### src/rtl/stim_resp_checker_fifo.sv
// Expected-vector FIFO: first-word fall-through, pointers carry an extra MSB
// so full and empty are distinguishable; flush empties it in one cycle.
module sync_fifo #(
  parameter int WIDTH = 8,
  parameter int DEPTH = 4
) (
  input  logic             clk,
  input  logic             rst_n,
  input  logic             push,
  input  logic             pop,
  input  logic             flush,
  input  logic [WIDTH-1:0] din,
  output logic [WIDTH-1:0] dout,
  output logic             full,
  output logic             empty
);

  localparam int AW = $clog2(DEPTH);

  logic [AW:0]      wr_q, wr_d, rd_q, rd_d;
  logic [WIDTH-1:0] mem_q [DEPTH];
  logic             do_push_s, do_pop_s;

  assign empty     = (wr_q == rd_q);
  assign full      = (wr_q[AW] != rd_q[AW]) && (wr_q[AW-1:0] == rd_q[AW-1:0]);
  assign do_push_s = push && (!full || pop);
  assign do_pop_s  = pop && !empty;
  assign dout      = mem_q[rd_q[AW-1:0]];

  always_comb begin
    wr_d = wr_q;
    rd_d = rd_q;
    if (flush) begin
      wr_d = '0;
      rd_d = '0;
    end else begin
      if (do_push_s) begin
        wr_d = wr_q + {{AW{1'b0}}, 1'b1};
      end else begin
        wr_d = wr_q;
      end
      if (do_pop_s) begin
        rd_d = rd_q + {{AW{1'b0}}, 1'b1};
      end else begin
        rd_d = rd_q;
      end
    end
  end

  always_ff @(posedge clk or negedge rst_n) begin
    if (!rst_n) begin
      wr_q <= '0;
      rd_q <= '0;
    end else begin
      wr_q <= wr_d;
      rd_q <= rd_d;
    end
  end

  always_ff @(posedge clk) begin
    if (do_push_s && !flush) begin
      mem_q[wr_q[AW-1:0]] <= din;
    end
  end

endmodule

### config.mk
export PLATFORM = sky130hd
export DESIGN_NAME = sync_fifo
export DESIGN_NICKNAME = d
export VERILOG_FILES = /design/src/rtl/stim_resp_checker_fifo.sv
export SDC_FILE = /design/constraint.sdc
export NUM_CORES = 1
export LEC_CHECK = 0
export ABC_AREA = 1
export CAP_MARGIN = 20
export CORE_MARGIN = 1.5
export CORE_UTILIZATION = 30
export DETAILED_ROUTE_END_ITERATION = 8
export GPL_ROUTABILITY_DRIVEN = 0
export HOLD_SLACK_MARGIN = 0.1
export PLACE_DENSITY = 0.48
export SLEW_MARGIN = 20
export SYNTH_ARGS = -nofsm -noshare
export SYNTH_HDL_FRONTEND = slang
export SYNTH_SLANG_ARGS = --single-unit
### constraint.sdc
create_clock -name clk -period 2.3 [get_ports clk]
set_input_delay 0.23 -clock clk [delete_from_list [all_inputs] [get_ports clk]]
set_output_delay 0.23 -clock clk [all_outputs]
set_load 0.05 [all_outputs]
# Word-level counts from Yosys, hierarchy flattened

Memories as Yosys holds them, arrays and structs flattened.
Index checks and enable logic that the tools add are counted.

Bits in registers: 6
Memory bits (writable): 32
Bits of input ports: 13
Output and inout bits: 10
Word-level logic and storage cells: 24
Memories kept: 1

Memories:

| memory | words | bits a word | rd ports | clocked after Yosys merged registers in | write ports | line | RTL |
|---|---|---|---|---|---|---|---|
| mem_q  | 4     | 8           | 1        | 0                                       | 1           | 21   | `logic [WIDTH-1:0] mem_q [DEPTH];` |

Add/sub/neg operators: 2
Equality and inequality tests: 3
Mux-type cells: 6
Reductions and logical operators: 10

Operators by type and width:

| cell                | count |
|---|---|
| $mux 3              | 4 |
| $add 3x1->3 const B | 2 |
| $logic_and 1x1->1   | 4 |
| $reduce_bool 2->1   | 2 |
| $eq 3x3->1          | 1 |
| $logic_not 1->1     | 3 |
| $eq 2x2->1          | 1 |
| $mux 1              | 2 |
| $logic_or 1x1->1    | 1 |
| $ne 1x1->1          | 1 |

# Logic depth before layout (Yosys ltp)

Word-level depth: 8
Depth in mapped cells: 8
Depth with buffers taken out: 8

# Worst setup path after synthesis

No wires, ideal clock.

Kind: reg2out
Start: reg rd_q[0]
End: out dout[6]
Arrival time: 1.614 ns
Data required time: 2.070 ns
Slack: 0.456 ns
Cell stages (with the launch flop): 6
Path buffers: 2
Cells stage by stage: dfrtp_1 > buf_6 > inv_4 > buf_2 > o21ai_0 > o22ai_1

Longest elaborated chain between the ends: 1

Ends and longest elaborated chain:

| element                | line | RTL |
|---|---|---|
| start, declared        | 20   | `logic [AW:0] wr_q, wr_d, rd_q, rd_d;` |
| start signal, assigned | 56   | `rd_q <= rd_d;` |
| $mem_v2 4x8            | -    |  |
| end, declared          | 13   | `output logic [WIDTH-1:0] dout,` |

Every way passes these cells.

# Final worst setup path

Start: reg rd_q[0]
End: out dout[3]

The elaborated chain is that of the path after synthesis.

==> impl_metrics.yaml <==
outcome:
  status: "completed"
timing:
  rsz0062_at_grt: "no"
  setup_tns_ns: 0
  skew_ns: 0.004115
  hold_ws_ns: 0.2099
  worstMarginPinSlew_ns: 0.4174
  maxSlewViolCount: 0
  finalCritPeriodShare_pct: 80.28
  setup_slack_ns: 0.4535
  setup_viol: 0
  fin_crit_ns: 1.846
  slew_headroom_pct: 72.17
  fmax_mhz: 541.6
  hold_viol_final: 0
worst_hold_path:
  min_path_type: "in -> async"
cts:
  cts_root_buf: "clkbuf_8"
  clock_sinks: 38
  post_cts_resized: 0
  postCtsSetupRepairBufs: 0
  clock_path_buffers: 2
  clk_latency_ns: 0.28
  cts_made_buffers: 5
  htreeDepth: 2
  cts_tree: "yes"
  clk_pin_slew_ns: 0.07
  cts_hold_buf: 0
final_layout:
  layout.nets: 187
  fillerInstances: 542
  drive_gt1_share_pct: 19.41
  mostFrequentLayoutCell: "edfxtp_1"
  multi_input_area_um2: 493.0
  seq_area_um2: 1111
  layout_common_cells: "32 x edfxtp_1, 21 x nor2_1, 16 x o21ai_0"
  antenna_cells: 0
  syn_to_final_growth_pct: 25.46
floorplan:
  die_h_um: 78.07
  coreArea_um2: 5473
  rows: 27
  die_x_um: 78.07
  die-area_um2: 6094
  start_util_pct: 30.89
  pin_count: 23
drt:
  route.final.wire_length_um: 3359
  viasPerCell: 4.496
  firstDrtPassIters: 4
  routedWlPerCell_um: 13.88
  drt-initial-drc-count: 109
  vias: 1088
  drc: 0
  ant_nets: 0
power_and_ir_drop:
  power_frac_comb_pct: 22.7
  power.density_nw_per_um2: 817.0
  p_switching_uw: 512.0
  p_leak_uw: 0.0008145
  intPower_uw: 1221
  pwr-share-seq_pct: 45.5
  ir_drop_mv: 0.2725
  switching_share_pct: 29.55
  clkPwrFrac_pct: 31.9
critical_path:
  slowest_delay_ns: 0.47
  criticalPathCategory: "reg -> out"
  start_kind: "flip-flop"
  critPathSlowestCell: "dfrtp_1"
  r2r_slack_ns: 0.69
  end_kind: "output pin"
  cp_top_family: "buffers and inverters"
  critPathBufInv: 2
  crit_fanout: 16
  crit_top_cell: "buf_4"
  worstPathArrival_ns: 1.62
  crit_chain: "buf_4 > o21ai_0 > o22ai_1 > buf_4"
  cp.required_ns: 2.07
placed_design:
  dpl.hpwl_um: 2457
  io_buffers: 22
  dp_slack_ns: 0.5510
logic_synthesis:
  yosys.area_share.simple_pct: 15.77
  synthMuxAreaShare_pct: 0
  syn_nets: 158
  ys_seq_elements: 38
  synth_area_per_cell_um2: 12.07
  yosysUniqueCellTypes: 19
  synthXorXnorAreaFrac_pct: 1.999
  synth_top_family_by_area: "simple AND/OR/NAND/NOR gates"
  yosysWarnings: 0
  synth_seq_area_share_pct: 65.73
  synth.cell_area_um2: 1690
  synth_compound_area_share_pct: 7.698
  synthCells: 140
  synthAdderAreaFrac_pct: 3.701
global_routing:
  grt_max_degree: 19
  grt_overflow: 0
  grt_antenna_before_repair: 0
  grt_pass1_wl_um: 5464
  grt_usage_pct: 11.96
  grt_pass1_vias: 1081
run:
  maxCapViolations: 0
## logic make-up (layout without fill, tap and decap cells)
logic type      Yosys count  count (layout)
compound gates           24              24
flops                    38              38
buf+inv                  19              49
simple gates             51              51
fa+ha+maj                 5               5
xor+xnor                  3               3
## cell type report
type | count | area share, %
inverter | 14 | 2.596
timing repair buffer | 27 | 12.15
multi-input combinational | 83 | 23.24
clock buffer | 5 | 3.245
sequential | 38 | 52.39
clock inverter | 3 | 2.124
tap | 72 | 4.248
## metrics by stage
stage                     area (um2)  cells  utilization [%]  total power (uW)
final                           2121    242            38.75              1733
after global routing            2121    242            38.75              1814
after CTS                       2121    242            38.75              1755
after detailed placement        2007    234            36.67              1201
after global placement          2007    234            36.67              1200
after floorplan                 1690    140                -              1062
## worst paths after layout
path                               from     endpoint  depth (start not counted)
worst max-delay path            rd_q[0]      dout[3]                          4
worst min-delay path              rst_n      rd_q[0]                          1
worst max register to register  rd_q[1]  mem_q[0][2]                          5
worst min register to register  wr_q[2]      wr_q[2]                          2
max in group asynchronous         rst_n      wr_q[1]                          1
min in group clk                wr_q[2]      wr_q[2]                          2
## per-layer routing
layer | up-vias | GRT usage (%) | wire (um)
met2 | 23 | 15.83 | 1470
li1 | 549 | - | -
met3 | 0 | 2.093 | 109
met4 | 0 | 6.429 | 0
met5 | - | 0 | 0
met1 | 516 | 18.29 | 1778
## cells in the mapped netlist (all sizes together)
master	number	share of area (%)
buf	5	1.9
dfrtp	6	8.9
edfxtp	32	57
ha	5	3.7
inv	14	3.3
nand2	15	4.7
nand3	8	3.0
nand4	7	3.5
nor2	21	4.7
o21ai	16	4.7
o22ai	8	3.0
xnor2	1	0.96
xor2	2	1.0
## flip-flops by register name (all words and copies together), names as in the netlist
signal	cells
wr_q	3
rd_q	3
mem_q	32
## power groups by stage
stage	clock network (uW)	registers, uW	logic, uW
floorplan	0	793	268
global placement	0	804	396
detailed placement	0	804	397
CTS	569	788	398
global route	602	791	421
finish	552	788	393
(Power assumes the default switching activity.)
